`src/rtl/divu_seq_if.sv`:
```
// Operand/result bundle between the execute-stage requester and the sequential divider.
// master drives operands and start; slave returns status and the HI/LO results.
interface divu_seq_if;
    logic [31:0] dataA;
    logic [31:0] dataB;
    logic [5:0]  Signal;
    logic        start;
    logic        busy;
    logic        done;
    logic        divZero;
    logic [31:0] quotient;
    logic [31:0] remainder;

    modport master (
        output dataA, dataB, Signal, start,
        input  busy, done, divZero, quotient, remainder
    );

    modport slave (
        input  dataA, dataB, Signal, start,
        output busy, done, divZero, quotient, remainder
    );
endinterface

```
`src/rtl/divu_seq.sv`:
```
// Radix-2 restoring unsigned divider: done pulses 33 cycles after an accepted start (1 cycle for /0).
// No backpressure: start is only sampled in IDLE; requests while busy or in DONE are dropped.
module divu_seq (
    input  logic       clk,
    input  logic       reset,
    divu_seq_if.slave  bus
);
    localparam logic [5:0] DIVU = 6'b011011;

    typedef enum logic [1:0] {
        IDLE = 2'd0,
        RUN  = 2'd1,
        DONE = 2'd2
    } state_t;

    state_t      state_q;
    logic [31:0] q_q;
    logic [31:0] d_q;
    // Partial remainder always stays below the divisor, so 32 stored bits suffice.
    logic [31:0] r_q;
    logic [4:0]  cnt_q;
    logic        busy_q;
    logic        done_q;
    logic        divzero_q;
    logic [31:0] quot_q;
    logic [31:0] rem_q;

    logic [32:0] s_d;
    logic [32:0] t_d;
    logic [31:0] r_d;
    logic [31:0] q_d;

    always_comb begin
        s_d = {r_q, q_q[31]};
        t_d = s_d - {1'b0, d_q};
        if (!t_d[32]) begin
            r_d = t_d[31:0];
            q_d = {q_q[30:0], 1'b1};
        end else begin
            r_d = s_d[31:0];
            q_d = {q_q[30:0], 1'b0};
        end
    end

    always_ff @(posedge clk) begin
        if (reset) begin
            state_q   <= IDLE;
            q_q       <= '0;
            d_q       <= '0;
            r_q       <= '0;
            cnt_q     <= '0;
            busy_q    <= 1'b0;
            done_q    <= 1'b0;
            divzero_q <= 1'b0;
            quot_q    <= '0;
            rem_q     <= '0;
        end else begin
            case (state_q)
                IDLE: begin
                    done_q <= 1'b0;
                    if (bus.start && (bus.Signal == DIVU)) begin
                        q_q       <= bus.dataA;
                        d_q       <= bus.dataB;
                        r_q       <= '0;
                        cnt_q     <= '0;
                        divzero_q <= 1'b0;
                        if (bus.dataB != 32'd0) begin
                            state_q <= RUN;
                            busy_q  <= 1'b1;
                        end else begin
                            // Divide by zero finishes immediately with all-ones quotient.
                            state_q   <= DONE;
                            done_q    <= 1'b1;
                            divzero_q <= 1'b1;
                            quot_q    <= 32'hFFFF_FFFF;
                            rem_q     <= bus.dataA;
                        end
                    end
                end
                RUN: begin
                    r_q   <= r_d;
                    q_q   <= q_d;
                    cnt_q <= cnt_q + 5'd1;
                    if (cnt_q == 5'd31) begin
                        state_q <= DONE;
                        busy_q  <= 1'b0;
                        done_q  <= 1'b1;
                        quot_q  <= q_d;
                        rem_q   <= r_d;
                    end
                end
                DONE: begin
                    done_q  <= 1'b0;
                    state_q <= IDLE;
                end
                default: begin
                    state_q <= IDLE;
                    busy_q  <= 1'b0;
                    done_q  <= 1'b0;
                end
            endcase
        end
    end

    assign bus.busy      = busy_q;
    assign bus.done      = done_q;
    assign bus.divZero   = divzero_q;
    assign bus.quotient  = quot_q;
    assign bus.remainder = rem_q;
endmodule

```
`src/flat_wrapper.sv`:
```
// flat-port wrapper written by rule: the top's interface ports become plain ports
module divu_seq_flat 
  (clk, reset, bus_dataA, bus_dataB, bus_Signal, bus_start, bus_busy, bus_done, bus_divZero, bus_quotient, bus_remainder);
  divu_seq_if bus_i ();
  input  logic clk;
  input  logic reset;
  input wire logic [$bits(bus_i.dataA)-1:0] bus_dataA;
  input wire logic [$bits(bus_i.dataB)-1:0] bus_dataB;
  input wire logic [$bits(bus_i.Signal)-1:0] bus_Signal;
  input wire logic [$bits(bus_i.start)-1:0] bus_start;
  output wire logic [$bits(bus_i.busy)-1:0] bus_busy;
  output wire logic [$bits(bus_i.done)-1:0] bus_done;
  output wire logic [$bits(bus_i.divZero)-1:0] bus_divZero;
  output wire logic [$bits(bus_i.quotient)-1:0] bus_quotient;
  output wire logic [$bits(bus_i.remainder)-1:0] bus_remainder;
  assign bus_i.dataA = bus_dataA;
  assign bus_i.dataB = bus_dataB;
  assign bus_i.Signal = bus_Signal;
  assign bus_i.start = bus_start;
  assign bus_busy = bus_i.busy;
  assign bus_done = bus_i.done;
  assign bus_divZero = bus_i.divZero;
  assign bus_quotient = bus_i.quotient;
  assign bus_remainder = bus_i.remainder;
  divu_seq u_core (.clk(clk), .reset(reset), .bus(bus_i));
endmodule
```
`config.mk`:
```
export PLATFORM = sky130hd
export DESIGN_NAME = divu_seq_flat
export DESIGN_NICKNAME = d
export VERILOG_FILES = /design/src/rtl/divu_seq_if.sv /design/src/rtl/divu_seq.sv /design/src/flat_wrapper.sv
export SDC_FILE = /design/constraint.sdc
export NUM_CORES = 1
export LEC_CHECK = 0
export ABC_AREA = 1
export ABC_CLOCK_PERIOD_IN_PS = 5610
export BUFFER_PORTS_ARGS = -buffer_cell sky130_fd_sc_hd__buf_2
export CAP_MARGIN = 20
export CELL_PAD_IN_SITES_DETAIL_PLACEMENT = 0
export CELL_PAD_IN_SITES_GLOBAL_PLACEMENT = 1
export CORE_MARGIN = 2
export CORE_UTILIZATION = 44
export DETAILED_ROUTE_END_ITERATION = 12
export GPL_ROUTABILITY_DRIVEN = 0
export GPL_TIMING_DRIVEN = 1
export PLACE_DENSITY_LB_ADDON = 0.05
export SLEW_MARGIN = 20
export SYNTH_ARGS = -nofsm -noshare
export SYNTH_HDL_FRONTEND = slang
export SYNTH_SLANG_ARGS = --single-unit
```
`constraint.sdc`:
```
create_clock -name clk -period 5.61 [get_ports clk]
set_input_delay 1.4025 -clock clk [delete_from_list [all_inputs] [get_ports clk]]
set_output_delay 1.4025 -clock clk [all_outputs]
set_load 0.005 [all_outputs]
```
==> impl_metrics.csv, run 1 <==
group,metric,value,unit
outcome,status,"complete, no violations",
global_routing,antenna_found_initial,0,
critical_path,cpPeakStageDelay,0.43,ns
synthesis,synth_cells,1587,
critical_path,critPathMaxFanout,23,
route,drt_iter0_drc,636,
synthesis,synth_compound_gate_area_share,11.6,%
die,num_rows,55,
critical_path,critPathKind,"in -> reg",
pwr,p_int,0.00189,W
global_routing,grt_pass1_vias,9184,
clock_tree,post_cts_resized,0,
global_routing,grt_max_degree,118,
global_routing,grtUsageTotal,25.8,%
pwr,p_switching,0.000788,W
pwr,p_leak,5.98,nW
final_layout,antenna_cells,0,
sta,setup-violations-final,0,
die,die_h,156,µm
critical_path,critPathCaptureType,"flop",
synthesis,ys_top_cells_by_area,"dfxtp_1 (34%), nand2_1 (16%), inv_1 (9.0%)",
clock_tree,cts_setup_buffers,0,
final_layout,fin_util,50.6,%
synthesis,synth_top_family_by_area,"simple AND/OR/NAND/NOR gates",
sta,rsz0062_at_grt,"false",
synthesis,synthArstFlopShare,0,%
pwr,p_per_area,233,nW/µm²
route,vias,9985,
sta,period_share,61.5,%
die,initial_core_util,44.8,%
die,coreArea,22600,µm²
die,dieArea,24300,µm²
critical_path,cpMaxStageDelayCell,"nor2_4",
clock_tree,clk_pin_slew,0.07,ns
route,drtPass1Iterations,4,
critical_path,critPathMostFrequentCell,"nor2_1",
synthesis,synth-simple-area-share,35.7,%
critical_path,cp.required,5.99,ns
synthesis,ys_top_cells_by_count,"nand2_1 (432), inv_1 (244), dfxtp_1 (170), nor2_1 (159), nand3_1 (122)",
synthesis,synth-seq-cells,170,
synthesis,synth_top_area_share,33.6,%
synthesis,yosys.cell_types.count,39,
clock_tree,insertion_delay,0.45,ns
die,fp.dieW,156,µm
route,wl,30600,µm
synthesis,yosysSeqAreaShare,33.6,%
synthesis,synth_top_area_cell,"dfxtp_1",
placement,dp_hpwl,22000,µm
clock_tree,cts_hold_buf,0,
synthesis,syn_nets,1695,
synthesis,yosys.area_share.xor_xnor,1.30,%
sta,finClkSkew,0.0173,ns
pwr,swShare,29.5,%
final_layout,regArea,3400,µm²
synthesis,synth_mux_area_share,0,%
clock_tree,cts_sinks,170,
synthesis,synth_ff_type,"dfxtp_1",
synthesis,synth-edff-count,0,
global_routing,grt_pass1_wl,49400,µm
sta,hold_viol_final,0,
sta,period_needed,3.45,ns
job,maxCapViolations,0,
final_layout,drive_above_1_share,14.3,%
route,drtAntennaViolNets,0,
critical_path,crit_chain,"buf_2 > nor2_1 > nand2_1 > nor3_1 > nand3b_1 > nor2_1 > nor2_1 > nor2_4 > buf_4 > nor2_1 > nor2_1 > nand2_1 > inv_1",
clock_tree,cts_htree_levels,4,
sta,worst_slew_pin_slew,0.838,ns
clock_tree,clockBufferDepth,2,
final_layout,multi_input_area,5410,µm²
pwr,clkPwrFrac,44.4,%
sta,maxSlewHeadroom,44.1,%
sta,slew_viol_final,0,
synthesis,yosysMostFrequentCell,"nand2_1",
critical_path,cp-start-kind,"input port",
pwr,comb_power_share,10.2,%
critical_path,arrival,3.83,ns
route,post_drt_wl_per_cell,15.5,µm
placement,dp_cells,1946,
sta,tns,0,ns
route,viasPerCell,5.05,
clock_tree,cts_inserted_buffers,17,
final_layout,nets,1788,
route,post-route-drc-count,0,
clock_tree,cts_tree,"yes",
global_routing,grt_overflow,0,
final_layout,final_cells,1977,
clock_tree,clockRootBuffer,"clkbuf_16",
worst_hold_path,worstHoldStart,"u_core.d_q[18]$_SDFFE_PP0P_",
die,io_pins,140,
synthesis,netlist_area,10100,µm²
sta,fmax,290,MHz
final_layout,fillers,2428,
pwr,power_frac_seq,45.5,%
pwr,ir_worst_vdd,0.165,mV
synthesis,ys.warnings.count,0,
synthesis,synth_fa_ha_area_share,4.40,%
worst_hold_path,hold_path_class,"reg -> reg",
synthesis,syn_avg_cell_area,6.39,µm²
placement,numPortBuffers,139,
critical_path,regToRegStartpoint,"u_core.state_q[0]$_SDFFE_PP0P_",
critical_path,cp-startpoint,"bus_dataB[13]",
final_layout,area_growth,13.1,%
==> per-layer routing <==
metal	global-route usage, %	routed length, µm	up-vias
met5	0	0	-
met4	9.22	873	0
met3	3.17	1170	42
met2	41.6	13600	222
met1	35.6	15000	4528
li1	-	-	5193
==> metrics by stage <==
| stage | worst slack (ns) | cell area (µm²) | total power, W | hold WS [ns] |
|---|---|---|---|---|
| CTS | 2.21 | 11500 | 0.00270 | 0.464 |
| global route | 2.03 | 11500 | 0.00278 | 0.480 |
| finish | 2.16 | 11500 | 0.00267 | 0.458 |
| floorplan | 2.88 | 10100 | 0.00145 | 0.433 |
| global placement | 1.76 | 10900 | 0.00152 | 0.447 |
| detailed placement | 1.73 | 10900 | 0.00152 | 0.454 |
==> registers in the layout (all words and copies together), names as in the netlist <==
signal / count
u_core.bus.quotient: 32
u_core.bus.remainder: 32
u_core.d_q: 32
u_core.q_q: 32
u_core.r_q: 32
u_core.cnt_q: 5
u_core.state_q: 2
u_core.bus.busy: 1
u_core.bus.divZero: 1
u_core.bus.done: 1
==> cells in the final DEF (no fill, tap or decap), types with 4 or more instances in the layout <==
cell,instances
nand2_1,431
inv_1,243
dfxtp_1,170
nor2_1,157
buf_2,139
nand3_1,121
o21ai_0,95
a21oi_1,85
nor3_1,43
nand3_2,35
ha_1,34
a31oi_1,32
clkbuf_16,17
xor2_1,15
buf_4,10
nand4_1,8
nand2_2,7
and2_1,5
nand2_4,5
inv_8,5
clkinv_4,4
==> layout make-up <==
cell class / count / area share [%]
clock buffer: 17 / 3.71
multi-input combinational: 1093 / 47.2
sequential: 170 / 29.7
clock inverter: 14 / 1.36
tap: 285 / 3.11
timing repair buffer: 150 / 6.82
inverter: 248 / 8.13
==> power by group through the flow <==
| stage | Combinational [W] | Sequential (W) | Clock, W |
|---|---|---|---|
| 2_1_floorplan | 0.000208 | 0.00124 | 0 |
| 3_3_place_gp | 0.000272 | 0.00124 | 0 |
| 3_5_place_dp | 0.000272 | 0.00124 | 0 |
| 4_1_cts | 0.000273 | 0.00122 | 0.00121 |
| 5_1_grt | 0.000302 | 0.00122 | 0.00126 |
| 6_report | 0.000271 | 0.00122 | 0.00119 |
==> critical path: cells and delay by family <==
kind                   cells  cell delay [ns]
buffers and inverters      3             0.56
and+or+nand+nor           10             1.86
==> path summary, 6_finish.rpt <==
| check | to | slack [ns] | cells after the start |
|---|---|---|---|
| worst max-delay path | u_core.bus.remainder[1]$_SDFFE_PP0P_ | 2.16 | 13 |
| worst min register to register | u_core.d_q[18]$_SDFFE_PP0P_ | 0.46 | 2 |
| worst max register to register | u_core.bus.remainder[1]$_SDFFE_PP0P_ | 2.24 | 12 |
| worst min-delay path | u_core.d_q[18]$_SDFFE_PP0P_ | 0.46 | 2 |
==> kinds of logic after synthesis <==
logic type      after synthesis
fa+ha+maj                    35
flops                       170
simple gates                822
buf+inv                     324
compound gates              221
xor+xnor                     15
Note: power is estimated with default switching activity, not from simulation.
==> run 2, diff against run 1 <==
Settings changed: ABC_CLOCK_PERIOD_IN_PS 5610 to 3360, CORE_UTILIZATION 44 to 41.
Clock period 5.61 ns to 3.36 ns, I/O delays scaled along.
==> run 2 against run 1 <==
Utilization down 3.0 points. Power up 67%. Clock power up 67%. Global-route usage down 1.6 points. First-iteration DRC count up 13%. Critical endpoint is now u_core.bus.remainder[18]$_SDFFE_PP0P_. Sequential share of layout area down 0.31 points. Final cell count up 2.2%. Via count down 0.33%. Die area up 7.1%. Largest power group unchanged.
==> impl_metrics.csv, run 2 (same netlist as run 1, synthesis figures left out) <==
group,metric,value,unit
outcome,status,"complete, no violations",
critical_path,cp.required,3.73,ns
pwr,p_switching,0.00132,W
sta,finClkSkew,0.0211,ns
sta,period_needed,2.80,ns
die,fp.dieW,161,µm
sta,worst_slew_pin_slew,1.04,ns
global_routing,grt_overflow,0,
final_layout,final_cells,2020,
die,num_rows,57,
placement,dp_cells,1988,
route,drt_iter0_drc,717,
job,maxCapViolations,0,
global_routing,grt_pass1_wl,49800,µm
sta,rsz0062_at_grt,"false",
critical_path,cp-start-kind,"flop",
clock_tree,cts_htree_levels,4,
sta,period_share,83.4,%
placement,numPortBuffers,139,
die,coreArea,24300,µm²
die,dieArea,26000,µm²
route,drtPass1Iterations,5,
global_routing,grtUsageTotal,24.2,%
sta,setup-violations-final,0,
critical_path,cpMaxStageDelayCell,"fa_1",
sta,tns,0,ns
critical_path,reg2regPathDepth,17,
final_layout,final_common_cell,"nand2_1",
critical_path,critPathKind,"reg -> reg",
critical_path,path_buf_inv,3,
critical_path,cp.depth,17,
route,post_drt_wl_per_cell,15.4,µm
global_routing,antenna_found_initial,1,
clock_tree,insertion_delay,0.44,ns
sta,hold_viol_final,0,
final_layout,mostFrequentLayoutCells,"nand2_1 (431), inv_1 (243), dfxtp_1 (170)",
clock_tree,cts_hold_buf,0,
route,wl,31100,µm
final_layout,nets,1791,
final_layout,area_growth,14.3,%
global_routing,grt_pass1_vias,9172,
placement,dp_hpwl,22800,µm
route,post-route-drc-count,0,
clock_tree,clockBufferDepth,2,
critical_path,critPathCaptureType,"flop",
clock_tree,post_cts_resized,0,
clock_tree,cts_tree,"yes",
pwr,clkPwrFrac,44.4,%
die,io_pins,140,
clock_tree,clockRootBuffer,"clkbuf_16",
route,viasPerCell,4.93,
clock_tree,cts_sinks,170,
sta,maxSlewHeadroom,30.6,%
pwr,p_int,0.00315,W
worst_hold_path,hold_path_class,"reg -> reg",
pwr,comb_power_share,10.2,%
die,initial_core_util,41.7,%
clock_tree,clk_pin_slew,0.08,ns
route,vias,9952,
critical_path,crit_family,"simple AND/OR/NAND/NOR gates",
pwr,p_per_area,386,nW/µm²
global_routing,grt_max_degree,101,
clock_tree,cts_setup_buffers,0,
critical_path,crit_chain,"inv_1 > ha_1 > inv_1 > fa_1 > nand2_1 > nand2_1 > nand3_2 > nand2_4 > nand2_2 > nand2_2 > nand2_4 > nand3_1 > nand2_4 > nand3_1 > nand3_1 > nand2_1 > inv_1",
pwr,swShare,29.5,%
critical_path,critPathMaxFanout,33,
final_layout,drive_above_1_share,14.5,%
worst_hold_path,hold_depth,2,
pwr,power_frac_seq,45.4,%
route,drtAntennaViolNets,0,
critical_path,arrival,3.17,ns
die,die_h,161,µm
clock_tree,cts_inserted_buffers,17,
pwr,ir_worst_vdd,0.290,mV
sta,fmax,357,MHz
sta,slew_viol_final,0,
critical_path,cpPeakStageDelay,0.42,ns
sta,whs,0.460,ns
pwr,p_leak,6.00,nW
-- run 2: final cells by class --
type	instances	area, µm²
Sequential cell	170	3400
Clock buffer	17	425
Fill cell	2685	12700
Clock inverter	14	156
Tap cell	324	405
Timing Repair Buffer	153	851
Inverter	248	932
Antenna cell	1	2.50
Multi-Input combinational cell	1093	5410
-- run 2: layer usage --
metal / GRT usage (%) / up-vias / share of wire, %
met2: 39.4 / 204 / 46
li1: - / 5186 / -
met4: 7.91 / 0 / 2.2
met1: 33.3 / 4531 / 49
met3: 2.88 / 31 / 3.5
met5: 0 / - / 0
-- run 2: final timing paths --
| kind | start | end | slack, ns |
|---|---|---|---|
| worst min-delay path | u_core.d_q[16]$_SDFFE_PP0P_ | u_core.d_q[16]$_SDFFE_PP0P_ | 0.46 |
| worst min register to register | u_core.d_q[16]$_SDFFE_PP0P_ | u_core.d_q[16]$_SDFFE_PP0P_ | 0.46 |
| worst max register to register | u_core.q_q[31]$_SDFFE_PP0P_ | u_core.bus.remainder[18]$_SDFFE_PP0P_ | 0.56 |
| worst max-delay path | u_core.q_q[31]$_SDFFE_PP0P_ | u_core.bus.remainder[18]$_SDFFE_PP0P_ | 0.56 |
-- run 2: worst min-delay path, delay by kind of cell, from the launching register on --
| family | cells | cell delay [ns] |
|---|---|---|
| AO/OA/AOI/OAI | 1 | 0.05 |
| buffers and inverters | 1 | 0.06 |
| flip-flops | 1 | 0.30 |
-- run 2: power by group through the flow --
stage / clock network [W] / logic, W / registers (W)
2_1_floorplan: 0 / 0.000348 / 0.00207
3_3_place_gp: 0 / 0.000459 / 0.00208
6_report: 0.00199 / 0.000455 / 0.00203
5_1_grt: 0.00212 / 0.000506 / 0.00203
4_1_cts: 0.00202 / 0.000460 / 0.00203
3_5_place_dp: 0 / 0.000458 / 0.00208
-- run 2: stage by stage --
stage	utilization (%)	total power [W]	setup slack [ns]	area (µm²)
after floorplan	-	0.00242	1.19	10100
after global placement	45.2	0.00254	0.166	11000
after detailed placement	45.2	0.00253	0.183	11000
after CTS	47.6	0.00451	0.563	11600
after global routing	47.6	0.00466	0.346	11600
final	47.6	0.00447	0.559	11600
==> run 3, diff against run 2 <==
Settings changed: ABC_CLOCK_PERIOD_IN_PS 3360 to 2300, CORE_UTILIZATION 41 to 37.
Clock period 3.36 ns to 2.3 ns, I/O delays scaled along.
==> run 3 against run 2 <==
Maximum frequency rose by 22%. Clock skew fell by 0.0080 ns. Sequential cell count did not move. First-iteration DRC count fell by 6.1%. Combinational power rose by 150%. Non-clock buffer count rose by 104. Final area rose by 19%. Largest cell class unchanged. Critical path type unchanged. Sequential share of layout area fell by 4.6 points. Count of clock-buffer cells in the layout rose by 1. Critical path depth rose by 2. Critical endpoint is now u_core.r_q[1]$_SDFFE_PP0P_.
==> impl_metrics.csv, run 3 (same netlist as run 1, synthesis figures left out) <==
group,metric,value,unit
pwr,ir_worst_vdd,0.455,mV
placement,dp_cells,2090,
final_layout,final_cells,2142,
die,num_rows,60,
global_routing,antenna_found_initial,0,
die,io_pins,140,
route,drtAntennaViolNets,0,
global_routing,grt.met2_usage,38.2,%
critical_path,cp-start-kind,"flop",
die,initial_core_util,37.6,%
global_routing,grtUsageTotal,23.1,%
die,coreArea,27000,µm²
pwr,p_leak,6.87,nW
pwr,p_int,0.00489,W
route,vias,10500,
die,dieArea,28700,µm²
route,drtPass1Iterations,5,
final_layout,fillers,2802,
pwr,clkPwrFrac,42.3,%
clock_tree,clk_pin_slew,0.08,ns
critical_path,cpPeakStageDelay,0.36,ns
critical_path,critPathKind,"reg -> reg",
critical_path,critPathMostFrequentCell,"nand2_4",
global_routing,grt_pass1_vias,9734,
route,post_drt_wl_per_cell,16.2,µm
sta,hold_viol_final,0,
route,post-route-drc-count,0,
placement,numPortBuffers,139,
pwr,p_switching,0.00222,W
final_layout,antenna_cells,0,
critical_path,arrival,2.63,ns
final_layout,area_growth,36.0,%
sta,fmax,436,MHz
global_routing,gr-usage-met3,2.08,%
critical_path,critPathMaxFanout,8,
die,die_h,170,µm
critical_path,cpMaxStageDelayCell,"fa_2",
final_layout,regArea,3410,µm²
placement,place_area,11800,µm²
pwr,p_per_area,515,nW/µm²
sta,worst_slew_pin_slew,0.798,ns
worst_hold_path,hold_path_class,"in -> reg",
final_layout,final_common_cell,"nand2_1",
job,maxCapViolations,0,
clock_tree,cts_tree,"yes",
global_routing,grt_max_degree,101,
global_routing,grt_overflow,0,
final_layout,mostFrequentLayoutCells,"nand2_1 (408), inv_1 (234), dfxtp_1 (162)",
clock_tree,cts_htree_levels,4,
placement,dp_hpwl,24400,µm
clock_tree,cts_sinks,170,
clock_tree,clockRootBuffer,"clkbuf_16",
critical_path,cp.required,2.63,ns
pwr,comb_power_share,15.9,%
die,fp.dieW,170,µm
global_routing,gr-usage-met1,32.6,%
route,wl,34700,µm
route,viasPerCell,4.89,
sta,setup-violations-final,0,
global_routing,grt_pass1_wl,52300,µm
clock_tree,cts_inserted_buffers,17,
critical_path,crit_chain,"inv_2 > ha_4 > inv_2 > fa_2 > nand2_2 > nand2_2 > nand3_2 > nand2_4 > nand2_4 > nand2_4 > nand2_4 > nand2_4 > nand2_4 > nand2_8 > clkbuf_16 > nand3_4 > nand3_2 > nand2_1 > inv_1",
final_layout,final_area,13800,µm²
outcome,status,"complete, no violations",
critical_path,critPathCaptureType,"flop",
sta,period_needed,2.30,ns
global_routing,busiest_layer,"met2",
clock_tree,insertion_delay,0.44,ns
final_layout,nets,1896,
sta,maxSlewHeadroom,46.8,%
clock_tree,cts_hold_buf,0,
sta,period_share,99.8,%
sta,slew_viol_final,0,
sta,rsz0062_at_grt,"true",
pwr,power_frac_seq,41.7,%
clock_tree,clockBufferDepth,2,
pwr,swShare,31.2,%
final_layout,multi_input_area,6510,µm²
route,drt_iter0_drc,673,
final_layout,drive_above_1_share,28.4,%
sta,finClkSkew,0.0131,ns
-- run 3: cell count changes in the layout (fill, tap and decap cells not counted), sizes merged --
| cell | previous run | this run |
|---|---|---|
| inv | 252 | 251 |
| clkbuf | 17 | 25 |
| buf | 153 | 250 |
| clkinv | 9 | 11 |
| o21ai | 97 | 98 |
| clkinvlp | 1 | 0 |
| diode | 1 | 0 |
-- run 3: what timing repair did --
action                                  4_1_cts  5_1_grt
cloned                                        0        8
pin swaps                                     1       46
buffers inserted                              0       12
resized for setup                             6      204
endpoints found under the setup margin       35       82
-- run 3: path summary, 6_finish.rpt --
check             slack (ns)                   startpoint  cells past startpoint                          end
hold / removal          0.41                 bus_dataB[0]                      3   u_core.d_q[0]$_SDFFE_PP0P_
setup reg to reg       0.004  u_core.q_q[31]$_SDFFE_PP0P_                     19   u_core.r_q[1]$_SDFFE_PP0P_
hold reg to reg         0.46  u_core.d_q[24]$_SDFFE_PP0P_                      2  u_core.d_q[24]$_SDFFE_PP0P_
setup / recovery       0.004  u_core.q_q[31]$_SDFFE_PP0P_                     19   u_core.r_q[1]$_SDFFE_PP0P_
-- run 3: routing by layer --
metal,part of all wire [%],vias to the layer above
met5,0,-
met4,1.2,0
met3,3.2,26
met2,46,214
met1,49,4812
li1,-,5414
-- run 3: stage by stage --
step | total power [W] | utilization (%) | setup TNS (ns) | hold slack [ns] | worst slack [ns]
6_report | 0.00710 | 51.1 | 0 | 0.405 | 0.00425
5_1_grt | 0.00737 | 51.1 | -5.60 | 0.416 | -0.128
4_1_cts | 0.00686 | 46.1 | 0 | 0.394 | 0.00266
3_5_place_dp | 0.00384 | 43.8 | -8.69 | 0.449 | -0.323
3_3_place_gp | 0.00385 | 43.8 | -8.51 | 0.448 | -0.313
2_1_floorplan | 0.00354 | - | 0 | 0.433 | 0.224
-- run 3: cell type report --
class | count | share of cell area, %
clock buffers | 18 | 3.11
clock inverters | 14 | 1.31
inverters | 248 | 6.76
multi-input cells | 1094 | 47.2
flip-flops and latches | 170 | 24.8
well taps | 341 | 3.10
repair buffers | 257 | 13.7
-- run 3: critical path, delay by kind of cell (launching register included) --
family / cells / cell delay [ns]
fa+ha+maj: 2 / 0.48
simple gates: 13 / 1.02
flops: 1 / 0.33
buf+inv: 4 / 0.35
-- run 3: power by group through the flow --
stage | sequential (W) | combinational (W) | clock (W)
2_1_floorplan | 0.00303 | 0.000508 | 0
3_3_place_gp | 0.00303 | 0.000812 | 0
3_5_place_dp | 0.00303 | 0.000811 | 0
4_1_cts | 0.00296 | 0.000815 | 0.00308
5_1_grt | 0.00297 | 0.00122 | 0.00319
6_report | 0.00297 | 0.00113 | 0.00301
